File: config.mk
export PLATFORM = sky130hd
export DESIGN_NAME = sram_port_arbiter
export DESIGN_NICKNAME = d
export VERILOG_FILES = /design/src/rtl/sram_port_arbiter.sv
export SDC_FILE = /design/constraint.sdc
export NUM_CORES = 1
export LEC_CHECK = 0
export CAP_MARGIN = 5
export CORE_UTILIZATION = 37
export CTS_CLUSTER_SIZE = 30
export DETAILED_ROUTE_END_ITERATION = 8
export GPL_ROUTABILITY_DRIVEN = 0
export PLACE_DENSITY = 0.8
export SYNTH_ARGS = -nofsm -noshare
export SYNTH_HDL_FRONTEND = slang
export SYNTH_SLANG_ARGS = --single-unit
File: constraint.sdc
create_clock -name clk -period 1.51 [get_ports clk]
set_input_delay 0.3775 -clock clk [delete_from_list [all_inputs] [get_ports clk]]
set_output_delay 0.3775 -clock clk [all_outputs]
set_load 0.05 [all_outputs]
File: src/rtl/sram_port_arbiter.sv
// Two-requester arbiter for the single RW port of the sky130 32x256 SRAM macro.
// Build option: define SRAM_ARB_FIXED_PRIO_EN for fixed priority (requester 0 wins ties).
module sram_port_arbiter #(
    parameter int AW = 8,
    parameter int DW = 32,
    parameter int MW = DW / 8
) (
    input  logic              clk,
    input  logic              rst,
    input  logic [1:0]        req_valid,
    output logic [1:0]        req_ready,
    input  logic [1:0]        req_we,
    input  logic [2*AW-1:0]   req_addr,
    input  logic [2*MW-1:0]   req_wmask,
    input  logic [2*DW-1:0]   req_wdata,
    output logic [1:0]        rsp_valid,
    output logic [DW-1:0]     rsp_rdata,
    output logic              busy,
    output logic              sram_csb,
    output logic              sram_web,
    output logic [MW-1:0]     sram_wmask,
    output logic [AW-1:0]     sram_addr,
    output logic [DW-1:0]     sram_din,
    input  logic [DW-1:0]     sram_dout
);

    typedef enum logic [1:0] {
        IDLE    = 2'd0,
        ACCESS  = 2'd1,
        CAPTURE = 2'd2
    } state_t;

    state_t          state_q, state_d;
    logic            csb_q, csb_d;
    logic            web_q, web_d;
    logic [MW-1:0]   wmask_q, wmask_d;
    logic [AW-1:0]   addr_q, addr_d;
    logic [DW-1:0]   din_q, din_d;
    logic [1:0]      rsp_valid_q, rsp_valid_d;
    logic [DW-1:0]   rdata_q, rdata_d;
    logic            owner_q, owner_d;
    logic            rd_q, rd_d;
`ifndef SRAM_ARB_FIXED_PRIO_EN
    logic            last_grant_q, last_grant_d;
`endif

    logic [1:0]      grant;
    logic            sel;

    always_comb begin
`ifdef SRAM_ARB_FIXED_PRIO_EN
        if (req_valid[0])      grant = 2'b01;
        else if (req_valid[1]) grant = 2'b10;
        else                   grant = 2'b00;
`else
        case (req_valid)
            2'b11:   grant = last_grant_q ? 2'b01 : 2'b10;
            2'b01:   grant = 2'b01;
            2'b10:   grant = 2'b10;
            default: grant = 2'b00;
        endcase
`endif
        sel = grant[1];
    end

    always_comb begin
        state_d     = state_q;
        csb_d       = csb_q;
        web_d       = web_q;
        wmask_d     = wmask_q;
        addr_d      = addr_q;
        din_d       = din_q;
        rsp_valid_d = '0;
        rdata_d     = rdata_q;
        owner_d     = owner_q;
        rd_d        = rd_q;
`ifndef SRAM_ARB_FIXED_PRIO_EN
        last_grant_d = last_grant_q;
`endif
        case (state_q)
            IDLE: begin
                if (|grant) begin
                    addr_d  = sel ? req_addr[AW +: AW]   : req_addr[0 +: AW];
                    wmask_d = sel ? req_wmask[MW +: MW]  : req_wmask[0 +: MW];
                    din_d   = sel ? req_wdata[DW +: DW]  : req_wdata[0 +: DW];
                    web_d   = ~req_we[sel];
                    rd_d    = ~req_we[sel];
                    csb_d   = 1'b0;
                    owner_d = sel;
`ifndef SRAM_ARB_FIXED_PRIO_EN
                    last_grant_d = sel;
`endif
                    state_d = ACCESS;
                end
            end
            ACCESS: begin
                csb_d   = 1'b1;
                web_d   = 1'b1;
                state_d = CAPTURE;
            end
            CAPTURE: begin
                // Macro output is valid this cycle; write accesses leave rdata untouched.
                if (rd_q) rdata_d = sram_dout;
                rsp_valid_d[owner_q] = 1'b1;
                state_d = IDLE;
            end
            default: state_d = IDLE;
        endcase
    end

    always_ff @(posedge clk) begin
        if (rst) begin
            state_q     <= IDLE;
            csb_q       <= 1'b1;
            web_q       <= 1'b1;
            wmask_q     <= '0;
            addr_q      <= '0;
            din_q       <= '0;
            rsp_valid_q <= '0;
            rdata_q     <= '0;
            owner_q     <= 1'b0;
            rd_q        <= 1'b0;
`ifndef SRAM_ARB_FIXED_PRIO_EN
            last_grant_q <= 1'b1;
`endif
        end else begin
            state_q     <= state_d;
            csb_q       <= csb_d;
            web_q       <= web_d;
            wmask_q     <= wmask_d;
            addr_q      <= addr_d;
            din_q       <= din_d;
            rsp_valid_q <= rsp_valid_d;
            rdata_q     <= rdata_d;
            owner_q     <= owner_d;
            rd_q        <= rd_d;
`ifndef SRAM_ARB_FIXED_PRIO_EN
            last_grant_q <= last_grant_d;
`endif
        end
    end

    assign req_ready  = (state_q == IDLE) ? grant : 2'b00;
    assign busy       = (state_q != IDLE);
    assign rsp_valid  = rsp_valid_q;
    assign rsp_rdata  = rdata_q;
    assign sram_csb   = csb_q;
    assign sram_web   = web_q;
    assign sram_wmask = wmask_q;
    assign sram_addr  = addr_q;
    assign sram_din   = din_q;

endmodule

After elaboration in Yosys (flattened, before gate mapping) --
Index checks and enable logic that the tools add are counted.
Word-level totals: register bits after elaboration 85, output and inout bits 83, logic and storage cells 47
Operators by class: $lt $le $gt $ge 3, equality and inequality tests 6, muxes and demuxes 16, bitwise gates (word level) 2, reductions and logical operators 9
Operators with widths (count):
- $mux 32 | 1
- $mux 8 | 1
- $eq 2x2->1 const B | 3
- $mux 2 | 3
- $pmux 2 s3 | 1
- $reduce_and 2->1 | 3
- $mux 1 | 5
- $eq 2x1->1 const B | 2
- $lt 1x2->1 const B | 2
- $mux 4 | 1
- $pmux 1 s2 | 2
- $pmux 2 s2 | 1
- $reduce_bool 2->1 | 2
- $reduce_or 2->1 | 2
- $logic_not 2->1 | 1
- $ne 2x2->1 const B | 1
- $not 1->1 | 2
- $demux 1 s1 | 1
- $ge 1x1->1 const B | 1
- $logic_and 1x1->1 | 1

Depth between registers and ports, before layout --
Gate-level depths: netlist (run 1).
word-level depth 7, depth in mapped cells 6, depth with buffers taken out 5

Worst setup path after synthesis (run 1) --
No wires, ideal clock.
path type reg2out, start point register state_q[0], end point output req_ready[1], arrival time 1.238 ns, slack -0.106 ns, stages on the path, launching flop included 5, path buffers 1, path through dfxtp_1 nor2_4 nand3_2 clkbuf_1 inv_1
Between the ends: word-level cells in the longest chain between the ends 2
Ends and longest elaborated chain:
- start, declared | line 33 | state_t state_q, state_d;
- start signal, assigned | line 127 | state_q <= state_d;
- $logic_not 2->1 | line 143 | assign req_ready = (state_q == IDLE) ? grant : 2'b00;
- $mux 2 | line 143
- end, declared | line 11 | output logic [1:0] req_ready,
No other way between the ends.

Worst setup path after layout (run 1) --
start point register state_q[1], end point output req_ready[0]
Same word-level chain as after synthesis.

==> metrics, run 1 <==
I/O Buffers=208; Post-Place Worst Slack=-0.383 ns; Main synth FF type=dfxtp_1; worst skew pair latency=0.35 ns; vias per inst=4.96; Clk pin slew, worst setup/hold paths=0.09 ns; crit path cell chain=nor2_4 > nand3_4 > clkinvlp_4 > buf_12; slowest stage cell, crit path=dfxtp_2; cells after synthesis=418; Final Setup Violations=3; CTS H-tree lvls=3; Synth async-reset ratio=0%; detailed-route wire length=11900 um; Worst setup EP type=output pin; 1st-pass router iterations=4; maximum VDD drop=0.496 mV; total congestion overflow=0; Max Cap Viol=0; filler cell count=635; Pleak=0.00265 uW; crit path setup slack, layout=-0.108 ns; Slew @ Worst Pin=0.352 ns; DIE HEIGHT=99.0 um; routed vias=3717; pwr dens=947 nW/um^2; core area=9150 sq um; status=complete, but fails checks; switching share of power=32.4%; FF+latch count, synth=85; initial antenna violation count=0; post-synth cell types=25; Residual DRC=0; Post-synth EDFFs=0; hpwl dp=8750 um; critical path arrival=1.24 ns; area of the multi-input gates=1640 sq um; final net count=759; FP Rows=35; layout cell share with drive strength beyond 1=27.3%; area grow syn2layout=97.4%; Sw Pwr=2110 uW; n_diodes=0; CTS tree=done; Max Fclk=618 MHz; failing checks=setup timing; Fin Clk Skew=0.0114 ns; fin crit period=1.62 ns; max-slew violations=0; Critical Path RT=1.13 ns; sequential fraction of the synthesis area=48.9%; Min Hold Slack=0.378 ns; Setup TNS Final=-0.252 ns; Final period util=107%; top-level I/O count=209; DR WL/cell=15.8 um; synthesized area per cell=8.32 sq um; vias in the first global route=3913; die area=9790 sq um; largest net degree at the start of global routing=28; FF+latch area=1710 sq um; Synth Net Count=544; yosys warns=0; Flop pwr share=39.8%; die width=99.0 um; 1st-iter DRT viols=97; Clock Power Share=24.9%; Critical Path Source Type=flop; Root Buffer=clkbuf_8; Hold Crit Class=primary input to flop; first-pass GRT wire length=18700 um; Final Hold Fails=0; Pint=4400 uW; GRT Total Usage=24.4%; fin util=75.0%; crit path max fanout=5; Num CTS Buffers=9; critical path class=flop to output pin; Final ANT Viol Nets=0; unrepaired setup endpoints after global routing=yes; Initial Util=38.0%; cell area after synthesis=3480 sq um; Max clock buf depth=2; CTS Sinks=85; worst rel slew slack=76.4%; combinational power share=35.4%; CP peak stage delay=0.36 ns
-- path summary, 6_finish.rpt --
| check | start | end | slack [ns] | cells past startpoint |
|---|---|---|---|---|
| max | state_q[1]$_SDFFE_PP0P_ | req_ready[0] | -0.11 | 4 |
| max reg2reg | state_q[1]$_SDFFE_PP0P_ | sram_din[7]$_SDFFE_PP0P_ | 0.09 | 7 |
| min reg2reg | owner_q$_SDFFE_PP0P_ | rsp_valid[0]$_SDFF_PP0_ | 0.46 | 1 |
| min | rst | rsp_rdata[22]$_SDFFE_PP0P_ | 0.38 | 2 |
-- through the flow --
stage | power (uW) | cells | area (sq um)
floorplan | 3640 | 418 | 3480
global placement | 4840 | 727 | 6580
detailed placement | 4890 | 727 | 6580
CTS | 6520 | 747 | 6820
global route | 6750 | 749 | 6870
finish | 6500 | 749 | 6870
-- Yosys cell counts (all sizes together) (2+ instances only) --
cell type	count	area share, %
clkbuf	14	1.5
a21oi	37	5.3
nor4	45	15
buf	13	2.6
nand3	3	0.72
inv	4	0.43
nor2	136	15
nand2	71	7.7
dfxtp	85	49
nor3b	2	0.58
-- cell type report --
type,count,share of cell area (%)
clock inverters,3,0.656
multi-input cells,302,23.9
inverters,4,0.310
clock buffers,13,2.17
flip-flops and latches,85,24.8
well taps,111,2.02
repair buffers,231,46.1
-- routing by layer --
layer / global-route usage [%] / share of wire, %
met5: 0 / 0
met4: 8.61 / 2.3
met3: 8.01 / 8.1
met2: 45.7 / 52
met1: 25.4 / 38
-- state kept, by name, summed over array words and instances (netlist names) --
| name | flops |
|---|---|
| sram_din | 32 |
| rsp_rdata | 32 |
| rsp_valid | 2 |
| state_q | 2 |
| rd_q | 1 |
| last_grant_q | 1 |
| sram_wmask | 4 |
| owner_q | 1 |
| sram_addr | 8 |
| sram_web | 1 |
| sram_csb | 1 |
-- power by group through the flow --
stage | clock (uW) | sequential, uW | combinational [uW]
final | 1620 | 2590 | 2300
after global routing | 1740 | 2610 | 2410
after CTS | 1650 | 2590 | 2280
after detailed placement | 0 | 2640 | 2250
after global placement | 0 | 2630 | 2210
after floorplan | 0 | 3080 | 559
-- repair_timing --
action / in CTS / in global routing
pin swaps: 3 / 8
gates cloned: 0 / 1
setup buffers: 4 / 1
hold buffers: 0 / 0
hold endpoints to repair: 0 / 0
setup endpoints to repair: 4 / 5
gates resized for setup: 7 / 4
-- cells in the final DEF (no fill, tap or decap), drive strengths merged --
master,n
or2,1
nand2,71
nor3b,2
nor4bb,1
nor2,136
buf,106
clkinvlp,3
a31oi,1
nor4,45
o21ai,1
nand3b,1
dfxtp,85
nand3,3
clkdlybuf4s50,122
bufinv,1
inv,3
a21oi,37
a211o,1
nand2b,1
nor2b,1
dlygate4sd2,2
clkbuf,14
-- logic make-up (layout without fill, tap and decap cells) --
family / Yosys count / after routing / synth area share [%]
compound gates: 40 / 40 / 5.90
buf+inv: 31 / 251 / 4.53
flops: 85 / 85 / 48.9
simple gates: 262 / 262 / 40.6
-- worst max-delay path: cells and delay by family, from the launching register on --
family                 cells  cell delay (ns)
AND/OR/NAND/NOR            2             0.27
flip-flops                 1             0.36
buffers and inverters      2             0.26
(Power assumes the default switching activity.)
==> inputs of run 2 (changes only) <==
--- a/config.mk
+++ b/config.mk
@@ -11,6 +11,7 @@
 export DETAILED_ROUTE_END_ITERATION = 8
 export GPL_ROUTABILITY_DRIVEN = 0
 export PLACE_DENSITY = 0.8
+export SETUP_SLACK_MARGIN = 0.4
 export SYNTH_ARGS = -nofsm -noshare
 export SYNTH_HDL_FRONTEND = slang
 export SYNTH_SLANG_ARGS = --single-unit
==> run 2 against run 1 <==
Against the previous run: flip-flop and latch count did not move; the flow still finishes with violations (setup timing); utilization rose by 13 points; routed wire length rose by 41%; fmax fell by 3.0%.
==> metrics, run 2 (synthesized netlist as in run 1, its figures left out) <==
status=complete, but fails checks; failing checks=setup timing; CTS H-tree lvls=3 (unchanged); Slew @ Worst Pin=0.344 ns (-0.00775 ns); area grow syn2layout=132%; Worst setup EP type=flop; layout cell share with drive strength beyond 1=55.9% (+29 points); Root Buffer=clkbuf_8; top-level I/O count=209 (unchanged); vias in the first global route=4229 (+8.1%); unrepaired setup endpoints after global routing=yes; Max clock buf depth=2 (unchanged); initial antenna violation count=0 (unchanged); Final Hold Fails=0 (unchanged); worst rel slew slack=77.0% (+0.60 points); Reg-to-Reg Start=state_q[0]$_SDFFE_PP0P_; DIE HEIGHT=99.0 um (unchanged); Clk pin slew, worst setup/hold paths=0.09 ns (about the same); final net count=806 (+6.2%); 1st-iter DRT viols=106 (+9.3%); Placement Cell Area=6650 sq um (+1.1%); GRT Total Usage=28.0% (+3.5 points); critical path class=flop to flop; core area=9150 sq um (unchanged); Fin Clk Skew=0.0159 ns (+0.00453 ns); detailed-route wire length=16700 um (+41%); Initial Util=38.0% (unchanged); crit path setup slack, layout=-0.158 ns (-0.0503 ns); worst skew pair latency=0.37 ns (+0.02 ns); Final Setup Violations=39 (+36); die area=9790 sq um (unchanged); pwr dens=910 nW/um^2 (-3.9%); Total Power=7330 uW (+13%); GR peak layer=met2; Final ANT Viol Nets=0 (unchanged); CP peak stage delay=0.36 ns (about the same); vias per inst=5.42 (+9.2%); FF+latch area=1870 sq um (+9.8%); I/O Buffers=208 (unchanged); fin crit period=1.67 ns (+0.0503 ns); hold path start=rst; Post-Layout Inst Area=8060 sq um (+17%); hpwl dp=8640 um (-1.3%); max-slew violations=0 (unchanged); worst hold endpoint=owner_q$_SDFFE_PP0P_; grt met2 use=52.1% (+6.5 points); commonest cells after routing, fill and taps aside=122 x clkdlybuf4s50_1, 100 x nor2_1, 93 x buf_12, 60 x nand2_1, 56 x dfxtp_2; commonest non-fill, non-tap cell in the layout=clkdlybuf4s50_1; n_diodes=0 (unchanged); CTS tree=done; total congestion overflow=0 (unchanged); routed vias=4314 (+16%); Pleak=0.00310 uW (+17%); FP Rows=35 (unchanged); 1st-pass router iterations=4 (unchanged); crit path cell chain=nor2_4 > buf_6 > inv_6 > buf_6 > nor2_8 > buf_6 > buf_12 > nor2_4 > nor4_2; filler cell count=384 (-40%); Critical Path RT=1.76 ns (+0.63 ns); Max Cap Viol=0 (unchanged); R2R cell count=9 (+2); Hold Crit Class=primary input to flop; R2R setup slack=-0.16 ns (-0.25 ns); CTS Sinks=85 (unchanged); met3 usage=8.65% (+0.64 points); first-pass GRT wire length=20800 um (+11%); largest net degree at the start of global routing=33 (+18%); DR WL/cell=21.0 um (+33%); worst hold stages=2 (unchanged); Critical Path Source Type=flop; area of the multi-input gates=2040 sq um (+24%); crit path max fanout=6 (+1); hold buffer count at cts=0 (unchanged); die width=99.0 um (unchanged); maximum VDD drop=0.725 mV (+46%); Max Fclk=600 MHz (-3.0%); Final period util=110% (+3.3 points); met1 usage=26.9% (+1.5 points); reg2reg end=sram_din[11]$_SDFFE_PP0P_; CP most frequent cell=buf_6; critical path arrival=1.92 ns (+0.68 ns); Residual DRC=0 (unchanged); Num CTS Buffers=9 (unchanged); slowest stage cell, crit path=dfxtp_4
run 2: changes by cell type in the layout (fill, tap and decap cells not counted), sizes merged:
cell	change
buf	+43
bufinv	+1
clkbuf	+2
clkinv	+4
clkinvlp	-2
dlygate4sd2	-1
run 2: timing repair:
| item | 4_1_cts | 5_1_grt |
|---|---|---|
| cloned | 4 | 5 |
| endpoints found under the hold margin | 0 | 0 |
| setup endpoints to repair | 165 | 165 |
| setup buffers | 24 | 21 |
| pin swaps | 7 | 43 |
| resized for setup | 99 | 139 |
run 2: stage by stage:
stage / setup WS [ns] / TNS (ns) / instances / hold slack (ns) / utilization, %
global route: -0.194 / -4.68 / 796 / 0.382 / 88.1
detailed placement: -0.435 / -18.19 / 726 / 0.453 / 72.7
finish: -0.158 / -2.18 / 796 / 0.380 / 88.1
global placement: -0.349 / -15.79 / 726 / 0.448 / 72.7
floorplan: 0.106 / 0 / 418 / 0.414 / -
CTS: -0.122 / -2.45 / 770 / 0.379 / 79.8
run 2: critical path: cells and delay by family (launching register included):
kind	cells	cell delay (ns)
buf+inv	5	0.58
flops	1	0.36
simple gates	4	0.61
run 2: report_power, final:
group	internal, uW	switching, uW	total [uW]
registers	2440	209	2640
clock network	934	900	1830
logic	1480	1370	2850
total	4850	2480	7330
run 2: routing by layer:
metal | wire (um) | vias to the layer above | part of all wire [%]
met5 | 0 | - | 0
met4 | 787 | 0 | 4.7
met3 | 1420 | 56 | 8.5
met2 | 8870 | 260 | 53
met1 | 5650 | 2091 | 34
li1 | - | 1907 | -
run 2: area by class of cell:
| cell class | instances | area share [%] |
|---|---|---|
| clock buffers | 10 | 1.58 |
| well taps | 111 | 1.72 |
| inverters | 4 | 0.326 |
| clock inverters | 6 | 1.09 |
| multi-input cells | 302 | 25.3 |
| repair buffers | 278 | 46.7 |
| flip-flops and latches | 85 | 23.2 |
run 2: how the worst max path moves through the flow:
stage                                 start                        end  slack (ns)
finish              state_q[0]$_SDFFE_PP0P_  sram_din[11]$_SDFFE_PP0P_       -0.16
global route        state_q[0]$_SDFFE_PP0P_  sram_din[11]$_SDFFE_PP0P_       -0.19
CTS                 state_q[1]$_SDFFE_PP0P_               req_ready[0]       -0.12
detailed placement             req_valid[0]  sram_addr[2]$_SDFFE_PP0P_       -0.43
global placement               req_valid[0]               req_ready[1]       -0.35
floorplan           state_q[0]$_SDFFE_PP0P_  sram_addr[7]$_SDFFE_PP0P_        0.11
